## src/rtl/chaos_pkg.sv

```systemverilog
// rtl/chaos_pkg.sv - shared types and Q1.15 constants for the chaotic keystream blocks
package chaos_pkg;

    typedef enum logic [1:0] {
        ST_IDLE   = 2'd0,
        ST_WARMUP = 2'd1,
        ST_RUN    = 2'd2
    } state_t;

    localparam logic [15:0] ONE_Q15         = 16'h7FFF;
    localparam logic [15:0] DEFAULT_SEED    = 16'h7EF0;
    localparam logic [15:0] PERTURB_DEFAULT = 16'h5A5A;

endpackage

```

## src/rtl/quadratic_step.sv

```systemverilog
// rtl/quadratic_step.sv - one iteration of x' = 0x7FFF - ((x*x) <<< 1)[30:15] in Q1.15
module quadratic_step
    import chaos_pkg::*;
(
    input  logic [15:0] x,
    output logic [15:0] x_next
);

    logic signed [31:0] xs;
    logic signed [31:0] sq;

    assign xs = 32'($signed(x));
    assign sq = xs * xs;
    // (sq <<< 1)[30:15] is the same slice as sq[29:14]; the subtraction wraps mod 2^16
    assign x_next = ONE_Q15 - 16'(sq >>> 14);

endmodule

```

## src/rtl/chaos_keystream_ctrl.sv

```systemverilog
// rtl/chaos_keystream_ctrl.sv - seed/warm-up/run sequencer streaming chaotic map words
module chaos_keystream_ctrl
    import chaos_pkg::*;
#(
    parameter int          WIDTH        = 16,
    parameter int          WARMUP       = 64,
    parameter logic [15:0] DEFAULT_SEED = chaos_pkg::DEFAULT_SEED,
    parameter logic [15:0] PERTURB      = PERTURB_DEFAULT,
    parameter int          CNT_W        = 8
) (
    input  logic             clk,
    input  logic             rst,
    input  logic [WIDTH-1:0] seed,
    input  logic             seed_valid,
    output logic             seed_ready,
    input  logic             start,
    input  logic             stop,
    output logic [WIDTH-1:0] out_data,
    output logic             out_valid,
    input  logic             out_ready,
    output logic             busy,
    output logic             stuck_evt,
    output logic [CNT_W-1:0] stuck_cnt
);

    localparam int            WC         = (WARMUP > 0) ? $clog2(WARMUP + 1) : 1;
    localparam logic [WC-1:0] WARMUP_CNT = WC'(WARMUP);

    state_t           state, next_state;
    logic [WIDTH-1:0] x, x_prev, x_next, x_adv;
    logic [WC-1:0]    cnt;
    logic             deg;
    logic             load_seed, load_cnt, warm_adv, first_word, xfer, adv;

    quadratic_step u_step (
        .x      (x),
        .x_next (x_next)
    );

    // a fixed point or a 2-cycle is broken by folding the perturbation mask into the next state
    assign deg   = (x_next == x) || (x_next == x_prev);
    assign x_adv = deg ? (x_next ^ PERTURB) : x_next;

    always_ff @(posedge clk or posedge rst) begin
        if (rst) begin
            state <= ST_IDLE;
        end else begin
            state <= next_state;
        end
    end

    always_comb begin
        next_state = state;
        case (state)
            ST_IDLE: begin
                if (seed_valid || start) begin
                    next_state = ST_WARMUP;
                end
            end
            ST_WARMUP: begin
                if (stop) begin
                    next_state = ST_IDLE;
                end else if (cnt == '0) begin
                    next_state = ST_RUN;
                end
            end
            ST_RUN: begin
                if (stop) begin
                    next_state = ST_IDLE;
                end
            end
            default: next_state = ST_IDLE;
        endcase
    end

    always_comb begin
        seed_ready = 1'b0;
        load_seed  = 1'b0;
        load_cnt   = 1'b0;
        warm_adv   = 1'b0;
        first_word = 1'b0;
        xfer       = 1'b0;
        case (state)
            ST_IDLE: begin
                seed_ready = 1'b1;
                load_seed  = seed_valid;
                load_cnt   = seed_valid || start;
            end
            ST_WARMUP: begin
                warm_adv   = !stop && (cnt != '0);
                first_word = !stop && (cnt == '0);
            end
            ST_RUN: begin
                // a transfer in the same cycle as stop still completes
                xfer = out_valid && out_ready;
            end
            default: ;
        endcase
        adv = warm_adv || xfer;
    end

    always_ff @(posedge clk or posedge rst) begin
        if (rst) begin
            x         <= DEFAULT_SEED;
            x_prev    <= '0;
            cnt       <= '0;
            out_data  <= '0;
            out_valid <= 1'b0;
            busy      <= 1'b0;
            stuck_evt <= 1'b0;
            stuck_cnt <= '0;
        end else begin
            out_valid <= (next_state == ST_RUN);
            busy      <= (next_state != ST_IDLE);
            stuck_evt <= adv && deg;

            if (load_seed) begin
                x      <= seed;
                x_prev <= ~seed;
            end else if (adv) begin
                x_prev <= x;
                x      <= x_adv;
            end

            if (load_cnt) begin
                cnt <= WARMUP_CNT;
            end else if (warm_adv) begin
                cnt <= cnt - 1'b1;
            end

            if (first_word) begin
                out_data <= x;
            end else if (xfer) begin
                out_data <= x_adv;
            end

            if (adv && deg && (stuck_cnt != '1)) begin
                stuck_cnt <= stuck_cnt + 1'b1;
            end
        end
    end

endmodule
```

## config.mk

```make
export PLATFORM = sky130hd
export DESIGN_NAME = chaos_keystream_ctrl
export DESIGN_NICKNAME = d
export VERILOG_FILES = /design/src/rtl/chaos_pkg.sv /design/src/rtl/quadratic_step.sv /design/src/rtl/chaos_keystream_ctrl.sv
export SDC_FILE = /design/constraint.sdc
export NUM_CORES = 1
export LEC_CHECK = 0
export BUFFER_PORTS_ARGS = -buffer_cell sky130_fd_sc_hd__buf_2
export CAP_MARGIN = 15
export CELL_PAD_IN_SITES_DETAIL_PLACEMENT = 0
export CELL_PAD_IN_SITES_GLOBAL_PLACEMENT = 1
export CORE_MARGIN = 3
export CORE_UTILIZATION = 50
export CTS_CLUSTER_DIAMETER = 100
export DETAILED_ROUTE_END_ITERATION = 12
export PLACE_DENSITY_LB_ADDON = 0.1
export SYNTH_ARGS = -nofsm -noshare
export SYNTH_HDL_FRONTEND = slang
export SYNTH_SLANG_ARGS = --single-unit
export TNS_END_PERCENT = 50
```

## constraint.sdc

```tcl
create_clock -name clk -period 9.81 [get_ports clk]
set_clock_uncertainty 0.1 [all_clocks]
set_input_delay 1.962 -clock clk [delete_from_list [all_inputs] [get_ports clk]]
set_output_delay 1.962 -clock clk [all_outputs]
set_load 0.03 [all_outputs]
```

======== Yosys cells after proc, flatten, opt, wreduce, memory -nomap -nowiden ========
Index checks and enable logic that the tools add are counted.
storage, ports and cells
  register bits ........................... 68
  output and inout bits ................... 28
  logic and storage cells ................. 57
operators by class
  add/sub/neg operators ................... 3
  multipliers ............................. 1
  equal/unequal tests ..................... 6
  muxes and demuxes ....................... 20
  bitwise operators ....................... 2
  reduce and logical (&&, ||, !) cells .... 16
operators by type and width
  kind                      count
  $mux W16                  6
  $eq A16 B16 Y1            2
  $mul A16 B16 Y30          1
  $not A16 Y16              1
  $sub A15 B16 Y16 const A  1
  $mux W15                  1
  $mux W7                   2
  $add A8 B1 Y8 const B     1
  $mux W2                   4
  $ne A8 B8 Y1 const B      1
  $not A8 Y8                1
  $reduce_bool A2 Y1        4
  $logic_not A7 Y1          1
  $reduce_bool A7 Y1        1
  $sub A7 B1 Y7 const B     1
  $mux W1                   6
  $pmux W2 S3               1
  $logic_and A1 B1 Y1       5
  $eq A2 B2 Y1 const B      2
  $logic_or A1 B1 Y1        3
  $eq A2 B1 Y1 const B      1
  $logic_not A2 Y1          1
  $logic_not A1 Y1          1

======== Depth between registers and ports, before layout ========
Gate-level depths: netlist of run 1.
  depth after elaboration ................. 7
  gate-level depth with buffers ........... 32
  mapped depth without buffers ............ 27

======== Cells and area by module ========
A second synthesis of run 1 with hierarchy kept.
unflattened totals
  cell total of the unflattened synthesis .. 1308
  area total of the unflattened synthesis .. 11945.2 um2
by module, submodules not included
  module                instances  cells each  area an instance (um2)  sequential area each (um2)
  quadratic_step        1          913         8356.8                  0.0
  chaos_keystream_ctrl  1          395         3588.4                  1714.1

======== Worst setup path after synthesis of run 1 ========
Ideal clock, no wire load.
  path kind ............................... register -> register
  start point ............................. register x[15]
  end point ............................... register stuck_cnt[6]
  library setup time ...................... 0.125 ns
  data arrival time ....................... 7.626 ns
  required time ........................... 9.585 ns
  path slack .............................. 1.959 ns
  stages on the path, launching flop included .. 28
  cell sequence ........................... dfrtp_1 > buf_2 > inv_2 > clkbuf_1 > nor2_1 > fa_1 > inv_1 > fa_1 > inv_1 > fa_1 > fa_1 > fa_1 > fa_1 > ha_1 > buf_6 > a211oi_4 > a21bo_1 > a221oi_4 > o311ai_4 > a41oi_1 > xnor2_2 > xor2_1 > o21ai_0 > o32a_1 > buf_6 > nor2_8 > nand4_2 > mux2_4
between the ends
  longest elaborated chain between the ends .. 6
  elaborated cells on any way between the ends .. 7
  classes of those cells .................. add/sub: 1; mul: 1; eq/ne: 2; reduce/logical: 3
RTL lines
  element                               RTL line                     RTL
  start, declared                       chaos_keystream_ctrl.sv:30   logic [WIDTH-1:0] x, x_prev, x_next, x_adv;
  start signal, assigned                chaos_keystream_ctrl.sv:122  x <= x_adv;
  $mul A16 B16 Y30                      quadratic_step.sv:13         assign sq = xs * xs;
  $sub A15 B16 Y16                      quadratic_step.sv:15         assign x_next = ONE_Q15 - 16'(sq >>> 14);
  $eq A16 B16 Y1                        chaos_keystream_ctrl.sv:41   assign deg = (x_next == x) || (x_next == x_prev);
  $logic_or A1 B1 Y1 (*)                chaos_keystream_ctrl.sv:41
  $logic_and A1 B1 Y1 (*) (2 in a row)  chaos_keystream_ctrl.sv:137  if (adv && deg && (stuck_cnt != '1)) begin
  end signal, assigned                  chaos_keystream_ctrl.sv:138  stuck_cnt <= stuck_cnt + 1'b1;
  end, declared                         chaos_keystream_ctrl.sv:23   output logic [CNT_W-1:0] stuck_cnt
Mark *: on every way between the ends. The rest lies on a longest branch, timed or not.
A chain may end at the register's enable or synchronous reset.

======== Final worst setup path of run 1 ========
Same ends and word-level chain as after synthesis.

==> metrics.yaml, run 1 <==
status: "finished clean"
maxCapViolations: 0
max_slew.worst_pin.slew_ns: 0.9362
final-seq-area_um2: 1714
fin_crit_sh_pct: 90.42
routabilityCongestion: 0.9869
syn-num-nets: 1723
worst-path-buf-inv: 3
crit_fanout: 19
die-area_um2: 27270
start_util_pct: 51.47
cts_max_path_buffers: 2
max_freq_ghz: 0.1127
clkTransAtPathRegs_ns: 0.06
die_x_um: 165.2
antenna_found_initial: 0
grt_max_degree: 69
cts_sinks: 68
diodes: 0
rows: 57
routed_wl_um: 33470
critPathCaptureType: "flop"
holdCritPathClass: "reg2reg"
synth_edf_count: 0
drt_iter0_markers: 546
yosys_warnings: 0
drive_gt1_share_pct: 8.945
required_ns: 9.92
cp_slowest_stage_delay_ns: 0.80
reg2reg_from: "x[15]$_DFFE_PP0P_"
hold-worst-slack_ns: 0.4058
yosysSeqAreaShare_pct: 13.53
critPathTopFamily: "adder cells"
cp_slowest_cell: "fa_1"
worst_path_most_repeated_cell: "fa_1"
setup_viol: 0
synth_seq_cells: 68
hold_viol: 0
vias: 9685
area_growth_pct: 7.311
fillCellCount: 2291
cts_inserted_buffers: 9
slew_viol_final: 0
grt_pass1_vias: 10200
vias_per_cell: 5.519
grtUsageTotal_pct: 25.99
cts_resized: 0
ctsHoldBuffers: 0
die_y_um: 165.2
hpwlAfterDp_um: 26740
grt-ovfl-total: 0
num-nets-final: 1756
routedWlPerCell_um: 19.07
first_pass_iters: 5
port_buffers: 49
synth_cell_types: 81
core-area_um2: 24600
path_cells: "inv_2 -> nor2_1 -> fa_1 -> inv_1 -> fa_1 -> inv_1 -> fa_1 -> fa_1 -> fa_1 -> fa_1 -> ha_1 -> a211oi_4 -> a21bo_1 -> a221oi_4 -> o311ai_4 -> a41oi_1 -> xnor2_2 -> xor2_1 -> o21ai_0 -> o32a_1 -> nor2_8 -> nand4_2 -> mux2_4"
post_cts_buffers: 0
min_path_cells: 2
clock-root-buffer: "clkbuf_16"
relSlewSlack_pct: 37.44
multi_input_area_um2: 9494
grt_pass1_wl_um: 54720
cts_tree: "built"
arrival_ns: 8.98
startpoint_type: "flop"
criticalPathCategory: "reg2reg"
ys_async_sr_fraction_pct: 100.0
final.setup.tns_ns: 0
htreeDepth: 3
syn_avg_cell_area_um2: 9.092
syn_area_um2: 12660
io_pins: 50
hold_end: "out_data[14]$_DFFE_PP0P_"
grt_setup_unrepaired: "false"
synth_cells: 1393
drc: 0
hp-start: "out_data[14]$_DFFE_PP0P_"
ys.flop_type: "dfrtp_1"
drtAntennaViolNets: 0
min_period_ns: 8.871
r2r_slack_ns: 0.94
r2r-end: "stuck_cnt[6]$_DFFE_PP0P_"
ff2ff_path_depth: 23
insertion_delay_ns: 0.33
-- final cells by class --
cell class | instances | area share, %
sequential | 68 | 12.61
timing repair buffer | 79 | 3.462
clock inverter | 5 | 0.3959
multi-input combinational | 943 | 69.86
inverter | 325 | 8.976
tap | 324 | 2.983
clock buffer | 11 | 1.712
-- worst reg2reg max path: stages (launching register included) --
cell	delay [ns]
dfrtp_1	0.64
inv_2	0.42
nor2_1	0.11
fa_1	0.63
inv_1	0.14
fa_1	0.80
inv_1	0.19
fa_1	0.49
fa_1	0.57
fa_1	0.43
fa_1	0.44
ha_1	0.44
a211oi_4	0.34
a21bo_1	0.27
a221oi_4	0.32
o311ai_4	0.23
a41oi_1	0.36
xnor2_2	0.19
xor2_1	0.17
o21ai_0	0.16
o32a_1	0.63
nor2_8	0.24
nand4_2	0.13
mux2_4	0.31
-- cells in the mapped netlist, drive strengths merged (7+ instances only) --
cell      n  area [µm²]
a21o     13       97.59
nand3    17       90.09
a31oi     9       56.30
nor2     71       282.8
dfstp    10       262.8
a21oi    48       240.2
nor3     18       90.09
buf      10       62.56
and3      8       50.05
o221ai   13       113.9
fa      223        4464
nand4    16       106.4
xor2     21       183.9
a22oi    18       135.1
a21boi    7       52.55
nand2b    8       50.05
nand2   124       468.0
clkbuf   47       176.4
mux2i     7       70.07
a211oi    8       77.57
o21a      8       60.06
dfrtp    58        1451
o21ai    36       180.2
xnor2    54       488.0
ha       85        1064
and2     38       237.7
inv     324        1216
-- cell families (layout without fill, tap and decap cells) --
logic type               after synthesis  in the layout  share of synthesized area (%)
buffers and inverters                382            420                          11.52
AND/OR/NAND/NOR                      325            325                          12.18
adder cells (fa/ha/maj)              308            308                          43.65
AO/OA/AOI/OAI                        223            223                          12.61
XOR/XNOR                              77             77                          5.661
flip-flops                            68             68                          13.53
multiplexers                          10             10                         0.8496
-- cell usage in the layout (no fill, tap or decap), types with 7 or more instances in the layout --
cell,netlist,final
a21o_1,13,13
dfrtp_1,58,58
dfstp_2,10,10
nor2_1,70,69
nand2_1,123,123
ha_1,85,85
inv_1,323,322
xnor2_1,52,52
clkbuf_16,0,9
a31oi_1,9,9
xor2_1,21,21
nand2b_1,8,8
nand4_1,15,15
o21a_1,8,8
nor3_1,18,18
a22oi_1,18,18
o221ai_1,13,13
mux2i_1,7,7
fa_1,223,223
a21oi_1,48,48
buf_2,8,49
nand3_1,16,16
and3_1,8,8
and2_1,37,37
o21ai_0,34,34
buf_4,0,30
-- per-layer routing --
metal	global-route usage, %	vias to the layer above	wire length, µm
met4	4.727	0	535
met2	43.61	233	16210
li1	-	4476	-
met3	2.769	39	1615
met5	0	-	0
met1	37.04	4937	15100
-- how the worst max path moves through the flow --
stage	from	slack [ns]	end	cells after the start
after floorplan	x[15]$_DFFE_PP0P_	1.96	stuck_cnt[6]$_DFFE_PP0P_	27
after global placement	x[15]$_DFFE_PP0P_	1.11	stuck_cnt[6]$_DFFE_PP0P_	23
after detailed placement	x[15]$_DFFE_PP0P_	0.91	stuck_cnt[6]$_DFFE_PP0P_	23
after CTS	x[15]$_DFFE_PP0P_	0.90	stuck_cnt[6]$_DFFE_PP0P_	23
after global routing	x[15]$_DFFE_PP0P_	0.40	stuck_cnt[6]$_DFFE_PP0P_	23
final	x[15]$_DFFE_PP0P_	0.94	stuck_cnt[6]$_DFFE_PP0P_	23
-- sequential cells by signal, summed over array words and instances, names as in the netlist --
register,count
stuck_cnt,8
cnt,7
state,2
busy,1
stuck_evt,1
out_valid,1
x_prev,16
out_data,16
x,16
-- stage by stage --
| step | area [µm²] | utilization, % | setup WS (ns) | std cells |
|---|---|---|---|---|
| 6_report | 13590 | 55.24 | 0.9394 | 1755 |
| 5_1_grt | 13590 | 55.24 | 0.3955 | 1755 |
| 4_1_cts | 13590 | 55.24 | 0.8995 | 1755 |
| 3_5_place_dp | 13300 | 54.07 | 0.9085 | 1739 |
| 3_3_place_gp | 13300 | 54.07 | 1.113 | 1739 |
| 2_1_floorplan | 12660 | - | 1.959 | 1393 |
Power of run 1 is left out: the tool's default activity adds up to more than one toggle a clock period on the data nets, which glitch-free logic cannot reach.
==> run 2, diff against run 1 <==
CORE_ASPECT_RATIO = 1.4   (was default)
==> run 2 against run 1 <==
  * Worst setup slack better by 0.031 ns
  * Critical path depth unchanged
  * Clock-buffer cell count is 2 lower
  * Die area about the same
  * Register-to-register slack better by 0.03 ns
  * Hold slack lost 0.0014 ns
  * Cell area grew 0.11%
  * Cell count shrank 0.28%
  * Maximum frequency is 0.35% higher
  * Routed wire length rose by 4.5%
  * Utilization decreased by 0.28 points
  * Critical path type unchanged
  * Largest cell class unchanged
==> metrics.yaml, run 2 (same netlist as run 1, synthesis figures left out) <==
maxCapViolations: 0  # unchanged
grt_max_degree: 69  # unchanged
r2r_slack_ns: 0.97  # was 0.94 ns
ff2ff_path_depth: 23  # unchanged
cts_resized: 0  # unchanged
routedWlPerCell_um: 19.99  # was 19.07 µm
required_ns: 9.93  # was 9.92 ns
grt_setup_unrepaired: "false"  # unchanged
criticalPathCategory: "reg2reg"  # unchanged
final_common_cell: "inv_1"  # unchanged
critPathCaptureType: "flop"  # unchanged
path_cells: "inv_2 -> nor2_1 -> fa_1 -> inv_1 -> fa_1 -> inv_1 -> fa_1 -> fa_1 -> fa_1 -> fa_1 -> ha_1 -> a211oi_4 -> a21bo_1 -> a221oi_4 -> o311ai_4 -> a41oi_1 -> xnor2_2 -> xor2_1 -> o21ai_0 -> o32a_1 -> nor2_8 -> nand4_2 -> mux2_4"  # unchanged
rows: 68  # was 57
hold_viol: 0  # unchanged
vias: 9865  # was 9685
grt_pass1_wl_um: 57100  # was 54720 µm
vias_per_cell: 5.637  # was 5.519
r2r-end: "stuck_cnt[6]$_DFFE_PP0P_"  # unchanged
post_cts_buffers: 0  # unchanged
reg2reg_from: "x[15]$_DFFE_PP0P_"  # unchanged
crit_path_start: "x[15]$_DFFE_PP0P_"  # unchanged
critPathTopFamily: "adder cells"  # unchanged
clkTransAtPathRegs_ns: 0.06  # about the same
worstSetupEndpoint: "stuck_cnt[6]$_DFFE_PP0P_"  # unchanged
start_util_pct: 51.15  # was 51.47%
max_freq_ghz: 0.1131  # was 0.1127 GHz
grt_pass1_vias: 10700  # was 10.20k
status: "finished clean"  # unchanged
biggestRegsByFlops: "out_data x16, x x16, x_prev x16"  # unchanged
cts_max_path_buffers: 2  # unchanged
drtAntennaViolNets: 0  # unchanged
cts_tree: "built"  # unchanged
grt-ovfl-total: 0  # unchanged
worst_path_most_repeated_cell: "fa_1"  # unchanged
port_buffers: 49  # unchanged
final.setup.tns_ns: 0  # unchanged
setup_viol: 0  # unchanged
area_growth_pct: 7.429  # was 7.311%
core-area_um2: 24760  # was 24600 µm²
ctsHoldBuffers: 0  # unchanged
diodes: 0  # unchanged
cp_num_cells: 23  # unchanged
routabilityCongestion: 1.032  # was 0.9869
min_period_ns: 8.840  # was 8.871 ns
insertion_delay_ns: 0.34  # was 0.33 ns
hpwlAfterDp_um: 28750  # was 26740 µm
holdCritPathClass: "reg2reg"  # unchanged
die-area_um2: 27300  # was 27270 µm²
num-nets-final: 1760  # was 1756
cts_inserted_buffers: 9  # unchanged
cp_slowest_stage_delay_ns: 0.76  # was 0.80 ns
first_pass_iters: 5  # unchanged
clock-root-buffer: "clkbuf_16"  # unchanged
io_pins: 50  # unchanged
max_slew.worst_pin.slew_ns: 0.9455  # was 0.9362 ns
cts_sinks: 68  # unchanged
routed_wl_um: 34990  # was 33470 µm
drt_iter0_markers: 473  # was 546
antenna_found_initial: 0  # unchanged
grtUsageTotal_pct: 26.63  # was 25.99%
worst-path-buf-inv: 3  # unchanged
drc: 0  # unchanged
drive_gt1_share_pct: 9.338  # was 8.945%
layout_common_cells: "322 x inv_1, 223 x fa_1, 123 x nand2_1, 85 x ha_1, 69 x nor2_1"  # unchanged
cp_slowest_cell: "fa_1"  # unchanged
arrival_ns: 8.96  # was 8.98 ns
startpoint_type: "flop"  # unchanged
relSlewSlack_pct: 36.81  # was 37.44%
fin_crit_sh_pct: 90.11  # was 90.42%
slew_viol_final: 0  # unchanged
crit_fanout: 19  # unchanged
htreeDepth: 3  # unchanged
die_y_um: 194.3  # was 165.2 µm
die_x_um: 140.5  # was 165.2 µm
run 2: cell types whose count changed in the layout (fill, tap and decap cells not counted), sizes merged:
| cell | delta |
|---|---|
| clkbuf | -2 |
| clkinvlp | +2 |
| buf | +4 |
| inv | +4 |
| clkinv | -3 |
| bufinv | -1 |
run 2: cell type report:
type,instances,area [µm²]
inverters,325,1220
clock buffers,9,225.2
clock inverters,7,57.56
flip-flops and latches,68,1714
repair buffers,83,500.5
fillers,2356,11150
multi-input cells,943,9494
well taps,315,394.1
run 2: worst min-delay path by stage:
stage / start / to / slack, ns / depth (start not counted)
finish: cnt[6]$_DFFE_PP0P_ / cnt[6]$_DFFE_PP0P_ / 0.40 / 1
global route: cnt[6]$_DFFE_PP0P_ / cnt[6]$_DFFE_PP0P_ / 0.43 / 1
CTS: stuck_cnt[3]$_DFFE_PP0P_ / stuck_cnt[3]$_DFFE_PP0P_ / 0.40 / 1
detailed placement: stuck_cnt[3]$_DFFE_PP0P_ / stuck_cnt[3]$_DFFE_PP0P_ / 0.39 / 1
global placement: out_data[4]$_DFFE_PP0P_ / out_data[4]$_DFFE_PP0P_ / 0.39 / 2
floorplan: cnt[6]$_DFFE_PP0P_ / cnt[6]$_DFFE_PP0P_ / 0.37 / 1
run 2: per-stage QoR:
| stage | cells | area [µm²] | hold slack (ns) | setup slack, ns | util, % |
|---|---|---|---|---|---|
| 6_report | 1750 | 13610 | 0.4044 | 0.9702 | 54.95 |
| 5_1_grt | 1750 | 13610 | 0.4315 | 0.3615 | 54.95 |
| 4_1_cts | 1750 | 13610 | 0.4047 | 0.9764 | 54.95 |
| 3_5_place_dp | 1734 | 13320 | 0.3920 | 0.9929 | 53.81 |
| 3_3_place_gp | 1734 | 13320 | 0.3914 | 1.174 | 53.81 |
| 2_1_floorplan | 1393 | 12660 | 0.3741 | 1.959 | - |
run 2: layer usage:
metal  wire length [µm]  up-vias  track usage [%]  share of wire [%]
met1              13340     5018            32.60                 38
li1                   -     4478                -                  -
met3               1308       82            1.871                3.7
met2              18980      287            49.22                 54
met5                  0        -                0                  0
met4               1356        0            9.084                3.9
Power of run 2 is left out for the same reason.
